$ cat config.mk
export PLATFORM = sky130hd
export DESIGN_NAME = uart_mmio
export DESIGN_NICKNAME = d
export VERILOG_FILES = /design/src/rtl/uart_mmio.sv
export SDC_FILE = /design/constraint.sdc
export NUM_CORES = 1
export LEC_CHECK = 0
export BUFFER_PORTS_ARGS = -buffer_cell sky130_fd_sc_hd__buf_2
export CORE_MARGIN = 10
export CORE_UTILIZATION = 50
export DETAILED_ROUTE_END_ITERATION = 7
export HOLD_SLACK_MARGIN = 0.1
export PLACE_DENSITY = 0.76
export SETUP_SLACK_MARGIN = 0.2
export SLEW_MARGIN = 10
export SYNTH_ARGS = -nofsm -noshare
export SYNTH_HDL_FRONTEND = slang
export SYNTH_SLANG_ARGS = --single-unit
$ cat constraint.sdc
create_clock -name clk -period 4 [get_ports clk]
set_clock_uncertainty 0.05 [all_clocks]
set_input_delay 0.2 -clock clk [delete_from_list [all_inputs] [get_ports clk]]
set_output_delay 0.2 -clock clk [all_outputs]
set_load 0.02 [all_outputs]
$ cat src/rtl/uart_mmio.sv
`timescale 1ns/1ps
`default_nettype none
// +--------------------------------------------------------------------------+
// | uart_mmio : memory-mapped 8N1 UART, TX FSM plus RX FSM with holding store |
// | Option   : define UART_RX_FIFO_EN for a 4-entry RX FIFO instead of 1 byte |
// | Revision : 1.0                                                            |
// +--------------------------------------------------------------------------+
module uart_mmio #(
  parameter int CLOCK_FREQ = 50_000_000,
  parameter int BAUD_RATE  = 115_200
) (
  input  logic        clk,
  input  logic        reset,
  input  logic [31:0] Address,
  input  logic        WEUART,
  input  logic        REUART,
  input  logic [7:0]  DataIn,
  output logic [31:0] DataOut,
  input  logic        serial_in,
  output logic        serial_out
);

  localparam int SYMBOL = CLOCK_FREQ / BAUD_RATE;
  localparam int CW     = (SYMBOL < 2) ? 1 : $clog2(SYMBOL);
  localparam logic [CW-1:0] c_sym_last  = CW'(SYMBOL - 1);
  localparam logic [CW-1:0] c_half_last = CW'((SYMBOL / 2 > 0) ? (SYMBOL / 2 - 1) : 0);
  localparam logic [31:0] c_addr_status = 32'h8000_0000;
  localparam logic [31:0] c_addr_txstat = 32'h8000_0004;
  localparam logic [31:0] c_addr_tx     = 32'h8000_0008;
  localparam logic [31:0] c_addr_rx     = 32'h8000_000C;

  typedef enum logic [1:0] {S_IDLE, S_START, S_DATA, S_STOP} state_t;

  state_t          tx_state_q, rx_state_q;
  logic [CW-1:0]   tx_cnt_q, rx_cnt_q;
  logic [2:0]      tx_bit_q, rx_bit_q;
  logic [7:0]      tx_shift_q, rx_shift_q;
  logic            serial_out_q;
  logic            w_tx_wr, w_rd, w_rx_done, w_pop, w_push_ok;
  logic            tx_ready, rx_valid, overrun;
  logic [7:0]      rx_head;

  assign w_tx_wr    = WEUART && (Address == c_addr_tx);
  assign w_rd       = REUART && (Address == c_addr_rx);
  assign tx_ready   = (tx_state_q == S_IDLE);
  assign serial_out = serial_out_q;

  always_ff @(posedge clk or posedge reset) begin
    if (reset) begin
      tx_state_q   <= S_IDLE;
      tx_cnt_q     <= '0;
      tx_bit_q     <= '0;
      tx_shift_q   <= '0;
      serial_out_q <= 1'b1;
    end else begin
      case (tx_state_q)
        S_IDLE: if (w_tx_wr) begin
          tx_shift_q   <= DataIn;
          tx_cnt_q     <= '0;
          serial_out_q <= 1'b0;
          tx_state_q   <= S_START;
        end
        S_START: if (tx_cnt_q == c_sym_last) begin
          tx_cnt_q     <= '0;
          tx_bit_q     <= '0;
          serial_out_q <= tx_shift_q[0];
          tx_shift_q   <= {1'b0, tx_shift_q[7:1]};
          tx_state_q   <= S_DATA;
        end else tx_cnt_q <= tx_cnt_q + 1'b1;
        S_DATA: if (tx_cnt_q == c_sym_last) begin
          tx_cnt_q <= '0;
          if (tx_bit_q == 3'd7) begin
            serial_out_q <= 1'b1;
            tx_state_q   <= S_STOP;
          end else begin
            serial_out_q <= tx_shift_q[0];
            tx_shift_q   <= {1'b0, tx_shift_q[7:1]};
            tx_bit_q     <= tx_bit_q + 1'b1;
          end
        end else tx_cnt_q <= tx_cnt_q + 1'b1;
        S_STOP: if (tx_cnt_q == c_sym_last) begin
          tx_cnt_q   <= '0;
          tx_state_q <= S_IDLE;
        end else tx_cnt_q <= tx_cnt_q + 1'b1;
        default: tx_state_q <= S_IDLE;
      endcase
    end
  end

  // Start bit is re-checked at half a symbol; later samples fall mid-bit.
  always_ff @(posedge clk or posedge reset) begin
    if (reset) begin
      rx_state_q <= S_IDLE;
      rx_cnt_q   <= '0;
      rx_bit_q   <= '0;
      rx_shift_q <= '0;
    end else begin
      case (rx_state_q)
        S_IDLE: if (!serial_in) begin
          rx_cnt_q   <= '0;
          rx_state_q <= S_START;
        end
        S_START: if (rx_cnt_q == c_half_last) begin
          rx_cnt_q   <= '0;
          rx_bit_q   <= '0;
          rx_state_q <= serial_in ? S_IDLE : S_DATA;
        end else rx_cnt_q <= rx_cnt_q + 1'b1;
        S_DATA: if (rx_cnt_q == c_sym_last) begin
          rx_cnt_q   <= '0;
          rx_shift_q <= {serial_in, rx_shift_q[7:1]};
          if (rx_bit_q == 3'd7) rx_state_q <= S_STOP;
          else                  rx_bit_q   <= rx_bit_q + 1'b1;
        end else rx_cnt_q <= rx_cnt_q + 1'b1;
        S_STOP: if (rx_cnt_q == c_sym_last) begin
          rx_cnt_q   <= '0;
          rx_state_q <= S_IDLE;
        end else rx_cnt_q <= rx_cnt_q + 1'b1;
        default: rx_state_q <= S_IDLE;
      endcase
    end
  end

  assign w_rx_done = (rx_state_q == S_STOP) && (rx_cnt_q == c_sym_last) && serial_in;

`ifdef UART_RX_FIFO_EN
  logic [7:0] fifo_q [4];
  logic [1:0] rd_q, wr_q;
  logic [2:0] count_q, count_d;
  logic       overrun_q;

  assign w_pop     = w_rd && (count_q != 3'd0);
  assign w_push_ok = w_rx_done && ((count_q != 3'd4) || w_pop);
  assign count_d   = count_q - {2'b0, w_pop} + {2'b0, w_push_ok};

  always_ff @(posedge clk or posedge reset) begin
    if (reset) begin
      for (int i = 0; i < 4; i++) fifo_q[i] <= '0;
      rd_q      <= '0;
      wr_q      <= '0;
      count_q   <= '0;
      overrun_q <= 1'b0;
    end else begin
      count_q <= count_d;
      if (w_pop) begin
        rd_q      <= rd_q + 1'b1;
        overrun_q <= 1'b0;
      end
      if (w_push_ok) begin
        fifo_q[wr_q] <= rx_shift_q;
        wr_q         <= wr_q + 1'b1;
      end else if (w_rx_done) overrun_q <= 1'b1;
    end
  end

  assign rx_valid = (count_q != 3'd0);
  assign overrun  = overrun_q;
  assign rx_head  = fifo_q[rd_q];
`else
  logic [7:0] hold_q;
  logic       valid_q, overrun_q;

  assign w_pop     = w_rd && valid_q;
  assign w_push_ok = w_rx_done && (!valid_q || w_pop);

  always_ff @(posedge clk or posedge reset) begin
    if (reset) begin
      hold_q    <= '0;
      valid_q   <= 1'b0;
      overrun_q <= 1'b0;
    end else begin
      if (w_pop) begin
        hold_q    <= '0;
        valid_q   <= 1'b0;
        overrun_q <= 1'b0;
      end
      if (w_push_ok) begin
        hold_q  <= rx_shift_q;
        valid_q <= 1'b1;
      end else if (w_rx_done) overrun_q <= 1'b1;
    end
  end

  assign rx_valid = valid_q;
  assign overrun  = overrun_q;
  assign rx_head  = hold_q;
`endif

  always_comb begin
    DataOut = 32'h0;
    case (Address)
      c_addr_status: DataOut = {30'b0, overrun, rx_valid};
      c_addr_txstat: DataOut = {31'b0, tx_ready};
      c_addr_rx:     DataOut = {24'b0, (rx_valid ? rx_head : 8'h00)};
      default:       DataOut = 32'h0;
    endcase
  end

endmodule
`default_nettype wire

==> impl_metrics.toml <==
[grt]
grt_max_degree = 56
antenna_found_initial = 0
overflow = 0
grt_pass1_vias = 2546
grt_util_all_layers_pct = 13.2
grt_pass1_wl_um = 11300

[die]
die-area_um2 = 10100
fp.dieH_um = 101
start_util_pct = 51.4
ioPinCount = 78
fp.dieW_um = 101
rows = 29
core_um2 = 6310

[sta]
slew_violations = 0
worst_pin_slew_ps = 1030
setup_ws_ps = 1750
period_needed_ps = 2250
fmax_mhz = 445
min_period_over_period_pct = 56.2
rsz0062_at_grt = "no"
timing_hold_violations_final = 0
hold_slack_ps = 141
finalSetupTns_ps = 0
setup-violations-final = 0
slew_headroom_pct = 31.6

[clock_tree]
post-cts-setup-buffers = 0
clock_latency_ps = 310
cts-buffers-inserted = 5
cts_max_level = 2
cts_tree = "yes"
cts_root_buffer = "clkbuf_8"
clockBufferDepth = 2
cts.sinks = 55
clk_pin_slew_ps = 100

[placement]
place_ws_ps = 1710
port_buffers = 53
place.gp.congestion = 0.820
dp_hpwl_um = 5250
place_area_um2 = 3480

[yosys]
yosysWarnings = 0
synth_ff_type = "dfrtp_1"
avgSynthCellArea_um2 = 9.98
synth_edf_count = 0
synth_cells = 325
yosysSeqAreaShare_pct = 42.5
ys_seq_elements = 55
async_flop_share_pct = 100
netlist_area_um2 = 3240
ys_types = 50

[worst_hold_path]
hold_class = "input pin to flop"

[drt]
via_count = 2520
wire_per_inst_um = 15.0
first_pass_iters = 5
ant_nets = 0
post_drt_via_cell_ratio = 5.56
drc = 0
routed_wirelength_um = 6790
drt_iter0_markers = 92

[setup_path]
start_kind = "flop"
critPathArrivalTime_ps = 2400
worstSetupPathType = "flop to flop"
cp-end-kind = "flop"
slowest_stage = "dfrtp_1"
crit_fanout = 7
critPathBufInv = 1
critPathRequiredTime_ps = 4150
critPathTopFamily = "simple AND/OR/NAND/NOR gates"
worst_path_largest_cell_delay_ps = 420
crit_chain = "inv_1 > ha_1 > nand4b_1 > nor3_2 > nand4_1 > mux2_2 > a22o_1"

[power_and_ir_drop]
p_leak_nw = 1.75
ir_worst_vdd_mv = 0.163
p_per_area_nw_per_um2 = 278

[finish]
regArea_um2 = 1380
fillers = 570
layout.nets = 434
antenna_cells = 0
mostFrequentLayoutCell = "dfrtp_1"
layout-drive-gt1-share_pct = 26.1
multi_input_area_um2 = 1690
stdcell_area_um2 = 3570
fin_util_pct = 56.6
area_delta_synth_final_pct = 10.1
final_cell_mix = "54 x dfrtp_1, 53 x buf_2, 27 x mux2_2"

[flow_run]
drv_cap = 0

[run_status]
status = "finished clean"
## repair_timing
action | 4_1_cts | 5_1_grt
setup endpoints to repair | 0 | 0
endpoints found under the hold margin | 54 | 0
resized for setup | 0 | 0
hold buffers | 1 | 0
## area by class of cell
type                       instances  area share (%)
inverter                          11            1.16
clock buffer                       7            2.14
timing repair buffer              55            7.92
tap                               77            2.70
sequential                        55            38.6
multi-input combinational        247            47.3
clock inverter                     1           0.210
## cells in the mapped netlist, drive strengths merged, types with 2 or more instances
cell | number | share of area, %
nor3 | 4 | 0.77
a22o | 10 | 2.7
o21ai | 17 | 2.6
nand3 | 16 | 2.9
clkbuf | 9 | 1.0
nand2 | 25 | 2.9
buf | 26 | 5.8
o31ai | 6 | 1.8
or3 | 3 | 0.58
ha | 14 | 5.4
and2 | 6 | 1.2
o31a | 2 | 0.54
nand3b | 3 | 0.69
a31oi | 6 | 1.2
nor4 | 8 | 1.5
nor2 | 18 | 2.2
xor2 | 2 | 0.54
o221ai | 4 | 1.1
a21oi | 15 | 2.7
nor4b | 2 | 0.54
inv | 11 | 1.3
dfrtp | 54 | 42
or2 | 3 | 0.66
and3 | 7 | 1.3
nand4 | 5 | 0.96
mux2 | 27 | 9.4
mux2i | 4 | 1.2
nand2b | 4 | 0.77
## kinds of logic after synthesis
logic type,count (synthesis),synth area share [%]
and+or+nand+nor,108,18.1
buffers and inverters,46,8.14
xor gates and xnor gates,3,0.810
adders and majority gates,14,5.40
muxes,31,10.6
DFF,55,42.5
other,1,0.116
AOI/OAI and AO/OA,67,14.4
## report_power, final
group	leakage (nW)	switching [mW]	internal [mW]
Clock	0.0385	0.175	0.124
Sequential	0.698	0.0141	0.586
Combinational	1.02	0.0495	0.0430
## worst register-to-register path, delay by kind of cell, from the launching register on
kind                       cells  cell delay, ps
muxes                          1             430
AOI/OAI and AO/OA              1             230
DFF                            1             420
adders and majority gates      1             140
buffers and inverters          1             110
and+or+nand+nor                3             780
## final timing paths
kind                        startpoint            end  slack, ps  depth (start not counted)
setup / recovery           rx_cnt_q[1]      hold_q[7]       1750                          7
hold / removal               serial_in  rx_shift_q[7]        140                          2
setup reg to reg           rx_cnt_q[1]      hold_q[7]       1750                          7
hold reg to reg              hold_q[5]      hold_q[5]        450                          1
max in group asynchronous        reset      hold_q[5]       2890                          4
min in group asynchronous        reset  tx_shift_q[3]        560                          4
## state kept, by name, summed over array words and instances (netlist names), 2 cells and up, named ones only
register	flops
tx_bit_q	3
rx_cnt_q	9
rx_shift_q	8
tx_state_q	2
hold_q	8
rx_bit_q	3
tx_cnt_q	9
tx_shift_q	8
## stage by stage
stage / instances / power (mW)
6_report: 453 / 0.992
3_5_place_dp: 444 / 0.704
3_3_place_gp: 444 / 0.700
2_1_floorplan: 348 / 0.686
4_1_cts: 453 / 1.00
5_1_grt: 453 / 1.04
## layer usage
metal | wire, µm | global-route usage (%) | share of wire [%] | vias up
met5 | 0 | 0 | 0 | -
met3 | 700 | 5.14 | 10 | 4
met2 | 3160 | 22.8 | 47 | 75
li1 | - | - | - | 1235
met4 | 65 | 4.13 | 0.96 | 0
met1 | 2860 | 14.6 | 42 | 1206
(Power assumes the default switching activity.)
